`config.mk`:
```
export PLATFORM = sky130hd
export DESIGN_NAME = gb_ps2_joypad
export DESIGN_NICKNAME = d
export VERILOG_FILES = /design/src/rtl/gb_ps2_joypad.sv
export SDC_FILE = /design/constraint.sdc
export NUM_CORES = 1
export LEC_CHECK = 0
export BUFFER_PORTS_ARGS = -buffer_cell sky130_fd_sc_hd__clkbuf_2
export CAP_MARGIN = 20
export CORE_ASPECT_RATIO = 0.9
export CORE_MARGIN = 3
export CORE_UTILIZATION = 41
export CTS_CLUSTER_DIAMETER = 80
export DETAILED_ROUTE_END_ITERATION = 6
export PLACE_DENSITY = 0.66
export SLEW_MARGIN = 0
export SYNTH_ARGS = -nofsm -noshare
export SYNTH_HDL_FRONTEND = slang
export SYNTH_SLANG_ARGS = --single-unit
```
`constraint.sdc`:
```
create_clock -name sys_clk -period 1.9 [get_ports sys_clk]
set_input_delay 0.38 -clock sys_clk [delete_from_list [all_inputs] [get_ports sys_clk]]
set_output_delay 0.38 -clock sys_clk [all_outputs]
set_load 0.1 [all_outputs]
```
`src/rtl/gb_ps2_joypad.sv`:
```
// PS/2 set-2 scancode sink that turns make/break/extended sequences into the DMG joypad state.
// state   | meaning
// IDLE    | waiting for the first byte of a sequence
// EXT     | E0 prefix seen
// BRK     | F0 prefix seen
// EXT_BRK | E0 F0 prefix seen
// APPLY   | one cycle: apply latched code to joypad, sink not ready
module gb_ps2_joypad #(
    parameter int TIMEOUT_CYCLES = 2_500_000
) (
    input  logic       sys_clk,
    input  logic       hard_reset_n,
    input  logic [7:0] ps2_data_data,
    input  logic       ps2_data_valid,
    output logic       ps2_data_ready,
    input  logic       joypad_clear,
    output logic [7:0] joypad,
    output logic       key_event,
    output logic       seq_abort
);

    localparam int TW = (TIMEOUT_CYCLES > 2) ? $clog2(TIMEOUT_CYCLES) : 1;
    localparam logic [TW-1:0] TIMER_LAST = TW'(TIMEOUT_CYCLES - 1);

    typedef enum logic [2:0] {
        S_IDLE    = 3'd0,
        S_EXT     = 3'd1,
        S_BRK     = 3'd2,
        S_EXT_BRK = 3'd3,
        S_APPLY   = 3'd4
    } state_t;

    state_t        state_q, state_d;
    logic [TW-1:0] timer_q, timer_d;
    logic          lat_ext_q, lat_ext_d;
    logic          lat_brk_q, lat_brk_d;
    logic [7:0]    lat_code_q, lat_code_d;
    logic [7:0]    joypad_q, joypad_d;
    logic          key_event_q, key_event_d;
    logic          seq_abort_q, seq_abort_d;

    logic          accept;
    logic          in_seq;
    logic [7:0]    key_mask;
    logic [7:0]    applied;

    assign ps2_data_ready = hard_reset_n && (state_q != S_APPLY);
    assign accept         = ps2_data_valid && ps2_data_ready;
    assign in_seq         = (state_q == S_EXT) || (state_q == S_BRK) || (state_q == S_EXT_BRK);

    assign joypad    = joypad_q;
    assign key_event = key_event_q;
    assign seq_abort = seq_abort_q;

    // Extended arrow keys only; the bare keypad codes 74/6B/75/72 and E0 5A stay unmapped.
    always_comb begin
        key_mask = 8'h00;
        if (lat_ext_q) begin
            case (lat_code_q)
                8'h74:   key_mask = 8'h01;
                8'h6B:   key_mask = 8'h02;
                8'h75:   key_mask = 8'h04;
                8'h72:   key_mask = 8'h08;
                default: key_mask = 8'h00;
            endcase
        end else begin
            case (lat_code_q)
                8'h22:   key_mask = 8'h10;
                8'h1A:   key_mask = 8'h20;
                8'h59:   key_mask = 8'h40;
                8'h5A:   key_mask = 8'h80;
                default: key_mask = 8'h00;
            endcase
        end
    end

    assign applied = lat_brk_q ? (joypad_q & ~key_mask) : (joypad_q | key_mask);

    always_comb begin
        state_d     = state_q;
        timer_d     = '0;
        lat_ext_d   = lat_ext_q;
        lat_brk_d   = lat_brk_q;
        lat_code_d  = lat_code_q;
        joypad_d    = joypad_q;
        key_event_d = 1'b0;
        seq_abort_d = 1'b0;

        if (in_seq && !accept) begin
            if (timer_q == TIMER_LAST) begin
                state_d     = S_IDLE;
                seq_abort_d = 1'b1;
            end else begin
                timer_d = timer_q + 1'b1;
            end
        end

        case (state_q)
            S_IDLE: begin
                if (accept) begin
                    case (ps2_data_data)
                        8'hE0: state_d = S_EXT;
                        8'hF0: state_d = S_BRK;
                        8'hAA: joypad_d = 8'h00;
                        8'hFA, 8'hFE, 8'hEE, 8'hE1, 8'h00, 8'hFF: state_d = S_IDLE;
                        default: begin
                            lat_ext_d  = 1'b0;
                            lat_brk_d  = 1'b0;
                            lat_code_d = ps2_data_data;
                            state_d    = S_APPLY;
                        end
                    endcase
                end
            end
            S_EXT: begin
                if (accept) begin
                    case (ps2_data_data)
                        8'hE0: state_d = S_EXT;
                        8'hF0: state_d = S_EXT_BRK;
                        default: begin
                            lat_ext_d  = 1'b1;
                            lat_brk_d  = 1'b0;
                            lat_code_d = ps2_data_data;
                            state_d    = S_APPLY;
                        end
                    endcase
                end
            end
            S_BRK, S_EXT_BRK: begin
                if (accept) begin
                    case (ps2_data_data)
                        8'hF0: state_d = state_q;
                        8'hE0: begin
                            state_d     = S_EXT;
                            seq_abort_d = 1'b1;
                        end
                        default: begin
                            lat_ext_d  = (state_q == S_EXT_BRK);
                            lat_brk_d  = 1'b1;
                            lat_code_d = ps2_data_data;
                            state_d    = S_APPLY;
                        end
                    endcase
                end
            end
            S_APPLY: begin
                state_d  = S_IDLE;
                joypad_d = applied;
            end
            default: state_d = S_IDLE;
        endcase

        // Clear overrides the APPLY result; the event then reflects the pre-clear value.
        if (joypad_clear) begin
            joypad_d = 8'h00;
        end
        if (state_q == S_APPLY) begin
            key_event_d = (joypad_d != joypad_q);
        end
    end

    always_ff @(posedge sys_clk) begin
        if (!hard_reset_n) begin
            state_q     <= S_IDLE;
            timer_q     <= '0;
            lat_ext_q   <= 1'b0;
            lat_brk_q   <= 1'b0;
            lat_code_q  <= 8'h00;
            joypad_q    <= 8'h00;
            key_event_q <= 1'b0;
            seq_abort_q <= 1'b0;
        end else begin
            state_q     <= state_d;
            timer_q     <= timer_d;
            lat_ext_q   <= lat_ext_d;
            lat_brk_q   <= lat_brk_d;
            lat_code_q  <= lat_code_d;
            joypad_q    <= joypad_d;
            key_event_q <= key_event_d;
            seq_abort_q <= seq_abort_d;
        end
    end

endmodule

```
# Word-level counts from Yosys, hierarchy flattened

Cells that the tools add are included.

Bits in registers: 45
Bits of input ports: 12
Output and inout port bits: 11
Logic and storage cells: 102

$add $sub $neg: 1
Eq/ne operators: 32
Muxes and demuxes: 37
Bitwise gates (word level): 5
Reductions and logical operators: 19

Operators with widths:

| cell                                                 | count |
|---|---|
| 2-to-1 mux 8 bit                                     | 9 |
| equality test 8 bit (second input constant)          | 8 |
| equality test 8 x 7 -> 1 bit (second input constant) | 6 |
| case mux 8 bit (2 select lines)                      | 2 |
| case mux 8 bit (4 select lines)                      | 1 |
| adder 22 x 1 -> 22 bit (second input constant)       | 1 |
| equality test 22 bit (second input constant)         | 1 |
| case mux 4 bit (4 select lines)                      | 1 |
| 2-to-1 mux 3 bit                                     | 5 |
| != test 2 bit (second input constant)                | 7 |
| 2-to-1 mux 1 bit                                     | 13 |
| case mux 3 bit (2 select lines)                      | 2 |
| case mux 3 bit (4 select lines)                      | 1 |
| case mux 3 bit (3 select lines)                      | 1 |
| OR reduction 9 bit                                   | 1 |
| bitwise AND 8 bit                                    | 1 |
| equality test 8 x 5 -> 1 bit (second input constant) | 1 |
| equality test 8 x 6 -> 1 bit (second input constant) | 1 |
| logical NOT 8 bit                                    | 1 |
| != test 8 bit                                        | 1 |
| inverter 8 bit                                       | 1 |
| OR 8 bit                                             | 1 |
| AND reduction 7 bit                                  | 1 |
| equality test 3 x 2 -> 1 bit (second input constant) | 2 |
| other kinds (17)                                     | 25 |

# Logic depth before layout (Yosys ltp)

Depth after elaboration: 9
Depth in mapped cells: 8

# Least setup slack after synthesis

Ideal clock, no wire load.

Kind: register to register
Start: reg state_q[2]
End: reg state_q[0]
Setup time: 0.122 ns
Arrival time: 2.174 ns
Data required time: 1.778 ns
Path slack: -0.396 ns
Stages on the path, launching flop included: 8
Cells stage by stage: dfxtp_1 -> or3b_1 -> clkbuf_1 -> clkbuf_1 -> and2_1 -> a21oi_1 -> o21ai_0 -> a21oi_1

Cells in the longest elaborated chain, start to end: 9
Elaborated cells between the ends (all ways): 19

RTL lines:

| what                            | RTL line | text |
|---|---|---|
| start, declared                 | 33       | `state_t state_q, state_d;` |
| start signal, assigned          | 173      | `state_q <= state_d;` |
| != test 3 bit (*)               | 47       | `assign ps2_data_ready = hard_reset_n && (state_q != S_APPLY);` |
| logical AND 1 bit (*)           | 47       |  |
| named net ps2_data_ready        | 15       | `output logic ps2_data_ready,` |
| logical AND 1 bit (*)           | 48       | `assign accept = ps2_data_valid && ps2_data_ready;` |
| logical NOT 1 bit               | 89       | `if (in_seq && !accept) begin` |
| logical AND 1 bit               | 89       |  |
| 2-to-1 mux 3 bit                | 89       |  |
| case mux 3 bit (4 select lines) | 101      | `case (ps2_data_data)` |
| 2-to-1 mux 3 bit                | 100      | `if (accept) begin` |
| case mux 3 bit (3 select lines) | 98       | `case (state_q)` |

Mark *: on every way through the listed nets, which the timed path passes. The rest lies on a longest branch.
A chain may end at the register's enable or synchronous reset.

# Final worst setup path

Start: reg lat_code_q[0]
End: reg key_event_q, in the netlist key_event

Cells in the longest elaborated chain, start to end: 9
Elaborated cells between the ends (all ways): 18

RTL lines:

| what                                                                                      | RTL line | text |
|---|---|---|
| start, declared                                                                           | 37       | `logic [7:0] lat_code_q, lat_code_d;` |
| start signal, assigned                                                                    | 177      | `lat_code_q <= lat_code_d;` |
| equality test 8 x 7 -> 1 bit, or another cell as far along                                | 59       | `case (lat_code_q)` |
| case mux 4 bit (4 select lines) / case mux 8 bit (4 select lines) (equally long branches) | 59, 67   |  |
| 2-to-1 mux 8 bit (*)                                                                      | 58       | `if (lat_ext_q) begin` |
| inverter 8 bit                                                                            | 77       | `assign applied = lat_brk_q ? (joypad_q & ~key_mask) : (joypad_q \| key_mask);` |
| bitwise AND 8 bit                                                                         | 77       |  |
| 2-to-1 mux 8 bit (*)                                                                      | 77       |  |
| case mux 8 bit (2 select lines) (*)                                                       | 98       |  |
| 2-to-1 mux 8 bit (*)                                                                      | 154      | `if (joypad_clear) begin` |
| != test 8 bit (*)                                                                         | 158      | `key_event_d = (joypad_d != joypad_q);` |
| end signal, assigned                                                                      | 179      | `key_event_q <= key_event_d;` |
| end, declared                                                                             | 39       | `logic key_event_q, key_event_d;` |

Every way passes the cells marked *; elsewhere a longest branch is shown, timed or not.

==> key figures <==
Status
  • Status: finished, violations left
  • Failing checks: negative setup slack

Global routing
  • Initial antenna violation count: 0
  • Met3 usage: 3.50%
  • Total gr overflow: 0
  • First-pass GRT wire length: 9.76 mm
  • Vias in the first global route: 2,030
  • GRT Total Usage: 18.0%
  • Gr busiest metal: met2
  • M2 GR Usage: 26.5%
  • M1 GR Usage: 26.2%
  • Largest net degree at the start of global routing: 22

Placed design
  • Port Buf Inserts: 22
  • DP Worst Slack: -0.239 ns
  • DPL Wire Length: 4.31 mm
  • Placer Congestion: 0.872

Timing
  • Peak Freq: 493 MHz
  • Period utilization: 107%
  • Final WS setup: -0.128 ns
  • # setup viols final: 2
  • Fin Clk Skew: 0.00737 ns
  • Slew headroom: 63.5%
  • Actual slew at the worst max-slew pin: 0.550 ns
  • RSZ-0062 raised after global routing: yes
  • Final min period: 2.03 ns
  • Final Hold Viols: 0
  • Hold WS: 0.399 ns
  • Final Max Slew Viols: 0

Final layout
  • Filler cells: 531
  • Area added between synthesis and finish: 30.8%
  • Commonest non-fill, non-tap cells in the layout: buf_4 (47), dfxtp_1 (39), nor2_1 (34), clkbuf_2 (21), a21oi_1 (19)
  • Diode count: 0
  • Final #Nets: 363
  • Commonest non-fill, non-tap cell in the layout: buf_4
  • Share of cells above drive strength 1: 29.1%

CTS
  • Worst-path clk slew: 0.09 ns
  • H-tree depth: 2
  • Clock Tree Buf Depth: 2
  • CTS Sinks: 45
  • Root buffer cell: clkbuf_8
  • Latest clock arrival within the worst-skew pair: 0.30 ns
  • CTS tree: yes
  • Inserted Clock Buffers: 5

Route
  • DR vias/cell: 5.35
  • Detail Route Antenna Nets: 0
  • Drt first pass iters: 4
  • Residual DRC: 0
  • Total number of vias: 2,238
  • WL per Instance: 13.5 µm
  • WL final: 5.63 mm
  • Iter 0 DRT Violations: 104

Critical path
  • Crit Path Class: reg2reg
  • Worst path most repeated cell: or4b_4
  • Critical Path RT: 2.13 ns
  • CP peak stage delay: 0.53 ns
  • Slowest-stage cell, CP: or4b_4
  • CP arrival: 2.25 ns
  • CP delay by family, top: simple AND/OR/NAND/NOR gates
  • Crit path capture type: register
  • R2r setup slk: -0.13 ns
  • Buf+Inv Stages, Crit Path: 0
  • Critical-path cell list: or4b_4 -> or4b_4 -> o21ai_1 -> a31oi_1 -> a31o_1 -> a41oi_2
  • Startpoint Class: register
  • Max Fanout on Critical Path: 3

Synthesis
  • Synthesized Nets: 293
  • Area contributors post-synth: dfxtp_1 (39%), nor2_1 (5.6%), xor2_1 (4.9%)
  • Post-Synthesis Cells: 280
  • Seq/Total Area, Yosys: 38.7%
  • Synthesized cell area: 2330 µm²
  • Yosys warns: 0
  • Library cells used by synthesis: 48
  • Post-synth EDFFs: 0
  • Asr flop ratio synth: 0%
  • #FFs+latches synth: 45
  • Yosys top cell by area: dfxtp_1
  • Share of the synthesized area in the top cell type: 38.7%
  • Avg Cell Area, Syn: 8.31 µm²
  • Primary FF master, synth: dfxtp_1

Floorplanning
  • Initial core utilization: 43.3%
  • Chip width: 85.4 µm
  • Area of the die: 6620 µm²
  • Die height: 77.5 µm
  • Core area: 5380 µm²
  • IO Pins: 23
  • Row count: 25

Power and ir drop
  • Total Power: 1.75 mW
  • VDD IR max: 0.316 mV
  • Pleak: 1.15 nW
  • PD cells: 576 nW/µm²

Min path
  • Worst hold path type: in2reg

Flow run
  • Max-Cap Viols: 0
==> final timing paths <==
| kind | endpoint | cells past startpoint | startpoint |
|---|---|---|---|
| min | timer_q[4]$_SDFF_PP0_ | 3 | ps2_data_valid |
| min reg2reg | timer_q[21]$_SDFF_PP0_ | 2 | timer_q[21]$_SDFF_PP0_ |
| max | key_event$_SDFF_PN0_ | 6 | lat_code_q[0]$_SDFFE_PN0P_ |
| max reg2reg | key_event$_SDFF_PN0_ | 6 | lat_code_q[0]$_SDFFE_PN0P_ |
==> registers in the layout (all words and copies together) (netlist names) <==
register,flops
lat_brk_q,1
seq_abort,1
lat_ext_q,1
lat_code_q,8
timer_q,22
key_event,1
joypad,8
state_q,3
==> metrics by stage <==
step           instances  instance area (µm²)  util, %  TNS, ns
6_report             418                 3040     56.6   -0.178
5_1_grt              418                 3040     56.6   -0.352
4_1_cts              417                 2990     55.5   -0.125
3_5_place_dp         409                 2890     53.8    -2.26
3_3_place_gp         409                 2890     53.8    -1.13
2_1_floorplan        280                 2350        -   -0.255
==> routing by layer <==
layer,up-vias,share of wire (%)
li1,1166,-
met1,1025,52
met2,43,43
met4,0,0.75
met3,4,3.8
met5,-,0
==> synth_stat cells (all sizes together), types with 3 or more instances <==
library cell	instances
a21oi	19
a31oi	3
and3	5
buf	3
clkbuf	6
dfxtp	45
inv	5
mux2i	9
nand2	17
nand2b	4
nand3	18
nand4	7
nor2	35
nor2b	11
nor3	9
nor3b	3
nor4	4
nor4b	3
o21ai	14
or3	4
or3b	3
or4	5
xnor2	5
xor2	13
==> timing repair <==
action,in CTS,in global routing
gates cloned,0,0
setup buffers,0,1
endpoints found under the setup margin,5,36
pin swaps,1,1
gates resized for setup,4,12
hold buffers,0,0
==> kinds of logic (layout without fill, tap and decap cells) <==
kind of cell             after synthesis  in the layout  share of synthesized area, %
XOR/XNOR                              18             18                          6.77
multiplexers                           9              9                          3.87
flip-flops                            45             45                          38.7
buffers and inverters                 14             85                          2.69
adder cells (fa/ha/maj)                1              1                         0.538
AND/OR/NAND/NOR                      140            140                          33.3
AO/OA/AOI/OAI                         53             53                          14.1
==> report_power, final <==
group	switching [mW]	internal, mW
clock	0.327	0.259
combinational	0.109	0.102
sequential	0.00672	0.951
total	0.442	1.31
==> tightest hold or removal path, delay by kind of cell <==
kind,cells,cell delay [ns]
buffers and inverters,2,0.22
and+or+nand+nor,1,0.05
==> final cells by class <==
| type | count | area [µm²] | area share (%) |
|---|---|---|---|
| Clock buffer | 6 | 72.6 | 2.38 |
| Clock inverter | 2 | 15.0 | 0.493 |
| Inverter | 5 | 18.8 | 0.617 |
| Multi-Input combinational cell | 221 | 1420 | 46.7 |
| Sequential cell | 45 | 911 | 29.9 |
| Tap cell | 67 | 83.8 | 2.75 |
| Timing Repair Buffer | 72 | 520 | 17.1 |
Power figures use the tool's default switching activity.
